### src/rtl/btb_predictor.sv
// Direct-mapped branch target buffer with 2-bit direction counters for IF-stage next-PC prediction.
// Trained from resolved EX/MEM branches; keeps saturating update/mispredict statistics.
module btb_predictor #(
   parameter int unsigned ADDR_W   = 64,
   parameter int unsigned IDX_W    = 4,
   parameter int unsigned TAG_W    = 8,
   parameter logic [1:0]  CTR_INIT = 2'b10,
   parameter int unsigned STAT_W   = 32
) (
   input  logic              clk,
   input  logic              nreset,
   input  logic [ADDR_W-1:0] lookup_pc,
   output logic              pred_taken,
   output logic [ADDR_W-1:0] pred_target,
   input  logic              upd_valid,
   input  logic [ADDR_W-1:0] upd_pc,
   input  logic              upd_taken,
   input  logic [ADDR_W-1:0] upd_target,
   input  logic              upd_uncond,
   input  logic              upd_pred_taken,
   input  logic [ADDR_W-1:0] upd_pred_target,
   input  logic              flush_all,
   output logic              mispredict,
   output logic [STAT_W-1:0] stat_updates,
   output logic [STAT_W-1:0] stat_mispredicts
);
   localparam int unsigned ENTRIES = 2 ** IDX_W;
   localparam int unsigned TAG_LSB = IDX_W + 2;
   localparam int unsigned TAG_MSB = IDX_W + TAG_W + 1;

   logic [ENTRIES-1:0] valid;
   logic [TAG_W-1:0]   tag_mem [ENTRIES];
   logic [ADDR_W-1:0]  tgt_mem [ENTRIES];
   logic [1:0]         ctr_mem [ENTRIES];

   logic [IDX_W-1:0] l_idx;
   logic [IDX_W-1:0] u_idx;
   logic [TAG_W-1:0] l_tag;
   logic [TAG_W-1:0] u_tag;
   logic             l_hit;
   logic             u_hit;
   logic             u_wrong;
   logic             train;
   logic             unused_pc_bits;

   assign l_idx = lookup_pc[TAG_LSB-1:2];
   assign l_tag = lookup_pc[TAG_MSB:TAG_LSB];
   assign u_idx = upd_pc[TAG_LSB-1:2];
   assign u_tag = upd_pc[TAG_MSB:TAG_LSB];
   assign unused_pc_bits = ^{upd_pc[ADDR_W-1:TAG_MSB+1], upd_pc[1:0]};

   // Combinational fetch-side lookup
   assign l_hit       = valid[l_idx] && (tag_mem[l_idx] == l_tag);
   assign pred_taken  = l_hit && ctr_mem[l_idx][1];
   assign pred_target = pred_taken ? tgt_mem[l_idx] : lookup_pc + ADDR_W'(4);

   assign u_hit   = valid[u_idx] && (tag_mem[u_idx] == u_tag);
   assign u_wrong = (upd_pred_taken != upd_taken) ||
                    (upd_taken && (upd_pred_target != upd_target));
   assign train   = nreset && upd_valid && !flush_all;

   always_ff @(posedge clk) begin
      if (!nreset) begin
         valid <= '0;
      end else if (flush_all) begin
         valid <= '0;
      end else if (upd_valid && !u_hit && upd_taken) begin
         valid[u_idx] <= 1'b1;
      end
   end

   // Entry payload carries no reset; it is only observed through valid
   always_ff @(posedge clk) begin
      if (train) begin
         if (u_hit) begin
            if (upd_uncond) begin
               ctr_mem[u_idx] <= 2'b11;
               tgt_mem[u_idx] <= upd_target;
            end else if (upd_taken) begin
               if (ctr_mem[u_idx] != 2'b11) ctr_mem[u_idx] <= ctr_mem[u_idx] + 2'd1;
               tgt_mem[u_idx] <= upd_target;
            end else if (ctr_mem[u_idx] != 2'b00) begin
               ctr_mem[u_idx] <= ctr_mem[u_idx] - 2'd1;
            end
         end else if (upd_taken) begin
            tag_mem[u_idx] <= u_tag;
            tgt_mem[u_idx] <= upd_target;
            ctr_mem[u_idx] <= upd_uncond ? 2'b11 : CTR_INIT;
         end
      end
   end

   // Mispredict flag and saturating statistics count even during a flush
   always_ff @(posedge clk) begin
      if (!nreset) begin
         mispredict       <= 1'b0;
         stat_updates     <= '0;
         stat_mispredicts <= '0;
      end else begin
         mispredict <= upd_valid && u_wrong;
         if (upd_valid && (stat_updates != '1))
            stat_updates <= stat_updates + STAT_W'(1);
         if (upd_valid && u_wrong && (stat_mispredicts != '1))
            stat_mispredicts <= stat_mispredicts + STAT_W'(1);
      end
   end
endmodule

### config.mk
export PLATFORM = sky130hd
export DESIGN_NAME = btb_predictor
export DESIGN_NICKNAME = d
export VERILOG_FILES = /design/src/rtl/btb_predictor.sv
export SDC_FILE = /design/constraint.sdc
export NUM_CORES = 2
export LEC_CHECK = 0
export ABC_CLOCK_PERIOD_IN_PS = 13000
export BUFFER_PORTS_ARGS = -buffer_cell sky130_fd_sc_hd__buf_2
export CAP_MARGIN = 20
export CORE_ASPECT_RATIO = 1.4
export CORE_MARGIN = 4
export CORE_UTILIZATION = 40
export DETAILED_ROUTE_END_ITERATION = 8
export GPL_TIMING_DRIVEN = 1
export HOLD_SLACK_MARGIN = 0.1
export SYNTH_ARGS = -nofsm -noshare
export SYNTH_HDL_FRONTEND = slang
export SYNTH_SLANG_ARGS = --single-unit
### constraint.sdc
create_clock -name clk -period 13 [get_ports clk]
set_clock_uncertainty 0.15 [all_clocks]
set_input_delay 0.65 -clock clk [delete_from_list [all_inputs] [get_ports clk]]
set_output_delay 0.65 -clock clk [all_outputs]
set_load 0.005 [all_outputs]
==> results.json <==
{
  "layout_commonest_cell": "edfxtp_1",
  "htree_levels": 3,
  "peakVddDrop_mv": 0.106,
  "antenna_found_initial": 30,
  "max-cap-violations": 0,
  "p_seq_share_pct": 52.3,
  "p_sw_share_pct": 21.3,
  "required_ns": 12.20,
  "synth_flop_cell": "edfxtp_1",
  "crit_chain": "buf_8 -> buf_4 -> mux4_2 -> xnor2_1 -> o32ai_1 -> a2111oi_2 -> nand4_1 -> or4_4 -> buf_4 -> mux2_4 -> mux2i_1 -> buf_2",
  "fin_ws_ns": 6.38,
  "cts_buffers": 119,
  "viasPerCell": 5.70,
  "fin_setup_tns_ns": 0,
  "fmax_mhz": 151,
  "routedWlPerCell_um": 29.4,
  "cp_top_family": "buffers and inverters",
  "remaining_drc_errors": 0,
  "avgSynthCellArea_um2": 19.7,
  "die_h_um": 437,
  "rsz0062_at_grt": "no",
  "synth_edf_count": 1184,
  "drt-total-wl_mm": 145,
  "startpoint_type": "primary input",
  "coreArea_um2": 131000,
  "cp_num_buf_inv": 4,
  "hold_violations": 0,
  "multi_input_area_um2": 14900,
  "layout_common_cells": "edfxtp_1 (1184), mux4_2 (401), buf_2 (336), clkbuf_16 (120), nand2_1 (110)",
  "slew_headroom_pct": 24.8,
  "io_buffer_count": 340,
  "crit_fanout": 100,
  "cts_root_buf": "clkbuf_16",
  "clk_latency_ns": 0.73,
  "cpMostUsedCell": "buf_4",
  "grt_pass1_wl_mm": 208,
  "fin_crit_ns": 6.62,
  "grt_overflow_total": 0,
  "dr.first_iter.drc_count": 2688,
  "crit_arrival_ns": 5.82,
  "ios": 393,
  "hold_path_depth": 1,
  "place_ws_ns": 6.23,
  "holdCritPathClass": "in -> reg",
  "powerDensity_nw_per_um2": 140,
  "chipWidth_um": 315,
  "finalNetCount": 3342,
  "ys_seq_area_share_pct": 70.7,
  "synth_cell_types": 61,
  "drive_above_1_share_pct": 34.5,
  "cp_slowest_cell": "buf_4",
  "first_pass_iters": 5,
  "place_congestion": 0.874,
  "ys_async_sr_fraction_pct": 0,
  "num_vias": 28200,
  "cts_tree": "yes",
  "path_class": "in -> out",
  "grt_pass1_vias": 29200,
  "min_to": "tgt_mem[2][42]",
  "initial_core_util_pct": 40.2,
  "grt_usage_pct": 20.9,
  "syn_nets": 2935,
  "syn_area_um2": 52600,
  "setup-violations-final": 0,
  "pwr-share-clk_pct": 41.8,
  "r2r-start": "tag_mem[7][0]",
  "worstReg2RegEnd": "tgt_mem[14][54]",
  "placementRows": 157,
  "end_kind": "output pin",
  "reg2reg_slack_ns": 8.20,
  "nFillCells": 11100,
  "grt_max_degree": 101,
  "ant_nets": 0,
  "final_max_slew_viol_count": 0,
  "power.internal_uw": 6720,
  "synthCells": 2667,
  "rr_worst_depth": 11,
  "tightest_slew_ns": 1.12,
  "cts.repair.resized": 0,
  "final_core_util_pct": 46.5,
  "cts.sinks": 1265,
  "hold_start": "upd_target[42]",
  "area_delta_synth_final_pct": 15.7,
  "clkTransAtPathRegs_ns": 0.06,
  "comb_power_share_pct": 5.9,
  "leakage_uw": 0.0198,
  "synth_seq_cells": 1265,
  "min_period_over_period_pct": 50.9,
  "max_stage_delay_ns": 0.92,
  "cts.path.max_buffers": 3,
  "regArea_um2": 37200,
  "ys.warnings.count": 0,
  "hpwl_mm": 87.9,
  "status": "finished clean",
  "dieArea_um2": 137000,
  "p_sw_uw": 1820
}
## sequential cells by signal, indices dropped and copies added, names as in the netlist
register and flops:
tag_mem 128, tgt_mem 1024, stat_mispredicts 32, mispredict 1, valid 16, ctr_mem 32
stat_updates 32
## synth_stat cells (12+ instances only)
cell type,number,area (um2)
nor2_1,122,458
nand2b_1,16,100
clkbuf_1,73,274
buf_1,15,56.3
nand4_1,42,263
inv_1,28,105
nand2_1,110,413
dfxtp_1,81,1620
a21oi_1,15,75.1
nor3_1,14,70.1
nor4_1,32,200
mux4_2,401,9030
o21ai_0,26,130
edfxtp_1,1184,35600
xnor2_1,106,928
and3_1,18,113
nand3_1,47,235
mux2_4,17,255
and2_1,12,75.1
and4_1,12,105
xor2_1,69,604
mux2i_1,35,350
mux2_2,51,574
buf_2,44,220
## worst max path at each step
stage | start | to | slack (ns) | depth (start not counted)
6_report | lookup_pc[3] | pred_target[5] | 6.38 | 12
4_1_cts | lookup_pc[3] | pred_target[5] | 6.20 | 12
3_3_place_gp | lookup_pc[3] | pred_target[5] | 6.28 | 12
5_1_grt | lookup_pc[3] | pred_target[5] | 5.98 | 12
3_5_place_dp | lookup_pc[3] | pred_target[5] | 6.23 | 12
2_1_floorplan | upd_pc[2] | tgt_mem[3][0] | 6.55 | 12
## power groups by stage
stage | clock (uW) | sequential, uW | combinational, uW
floorplan | 0 | 4550 | 277
global placement | 0 | 4550 | 496
detailed placement | 0 | 4550 | 509
CTS | 3650 | 4470 | 513
global route | 3820 | 4460 | 540
finish | 3570 | 4470 | 505
## layer usage
layer	wire length (um)	track usage, %
met3	10800	4.25
met1	55300	26.6
met5	113	0
met4	4500	6.47
met2	74600	36.2
## through the flow
step,power (uW),cells,instance area [um2],hold slack [ns]
6_report,8540,4945,60800,0.169
3_3_place_gp,5050,4688,56600,0.308
2_1_floorplan,4830,2667,52600,0.291
3_5_place_dp,5060,4691,56600,0.320
4_1_cts,8630,4922,60700,0.100
5_1_grt,8820,4932,60800,0.147
## repair_timing
action	in CTS	in global routing
hold buffers	7	0
buffers inserted	0	0
hold endpoints to repair	82	0
## worst reg2reg max path, cell delays in order, from the launching register on
cell       delay [ns]
edfxtp_1         0.40
mux4_2           0.50
mux2i_1          0.19
xnor2_1          0.09
or4_1            0.54
a2bb2oi_1        0.28
and2_1           0.32
a21oi_4          0.22
buf_16           0.23
nor2_4           0.08
buf_4            0.55
buf_4            0.81
## layout make-up
class	count	share of cell area, %
Tap cell	1749	3.60
Timing Repair Buffer	425	4.03
Clock inverter	80	1.48
Inverter	28	0.173
Sequential cell	1265	61.1
Antenna cell	19	0.0781
Clock buffer	144	5.12
Multi-Input combinational cell	1235	24.4
## kinds of logic (layout without fill, tap and decap cells)
kind of cell | count (synthesis) | after routing | synth area share, %
adders and majority gates | 5 | 5 | 0.119
buffers and inverters | 167 | 677 | 1.38
xor gates and xnor gates | 175 | 175 | 2.91
DFF | 1265 | 1265 | 70.7
and+or+nand+nor | 462 | 462 | 4.36
AOI/OAI and AO/OA | 89 | 89 | 1.16
muxes | 504 | 504 | 19.4
other | 0 | 19 | 0
Power figures use the tool's default switching activity.
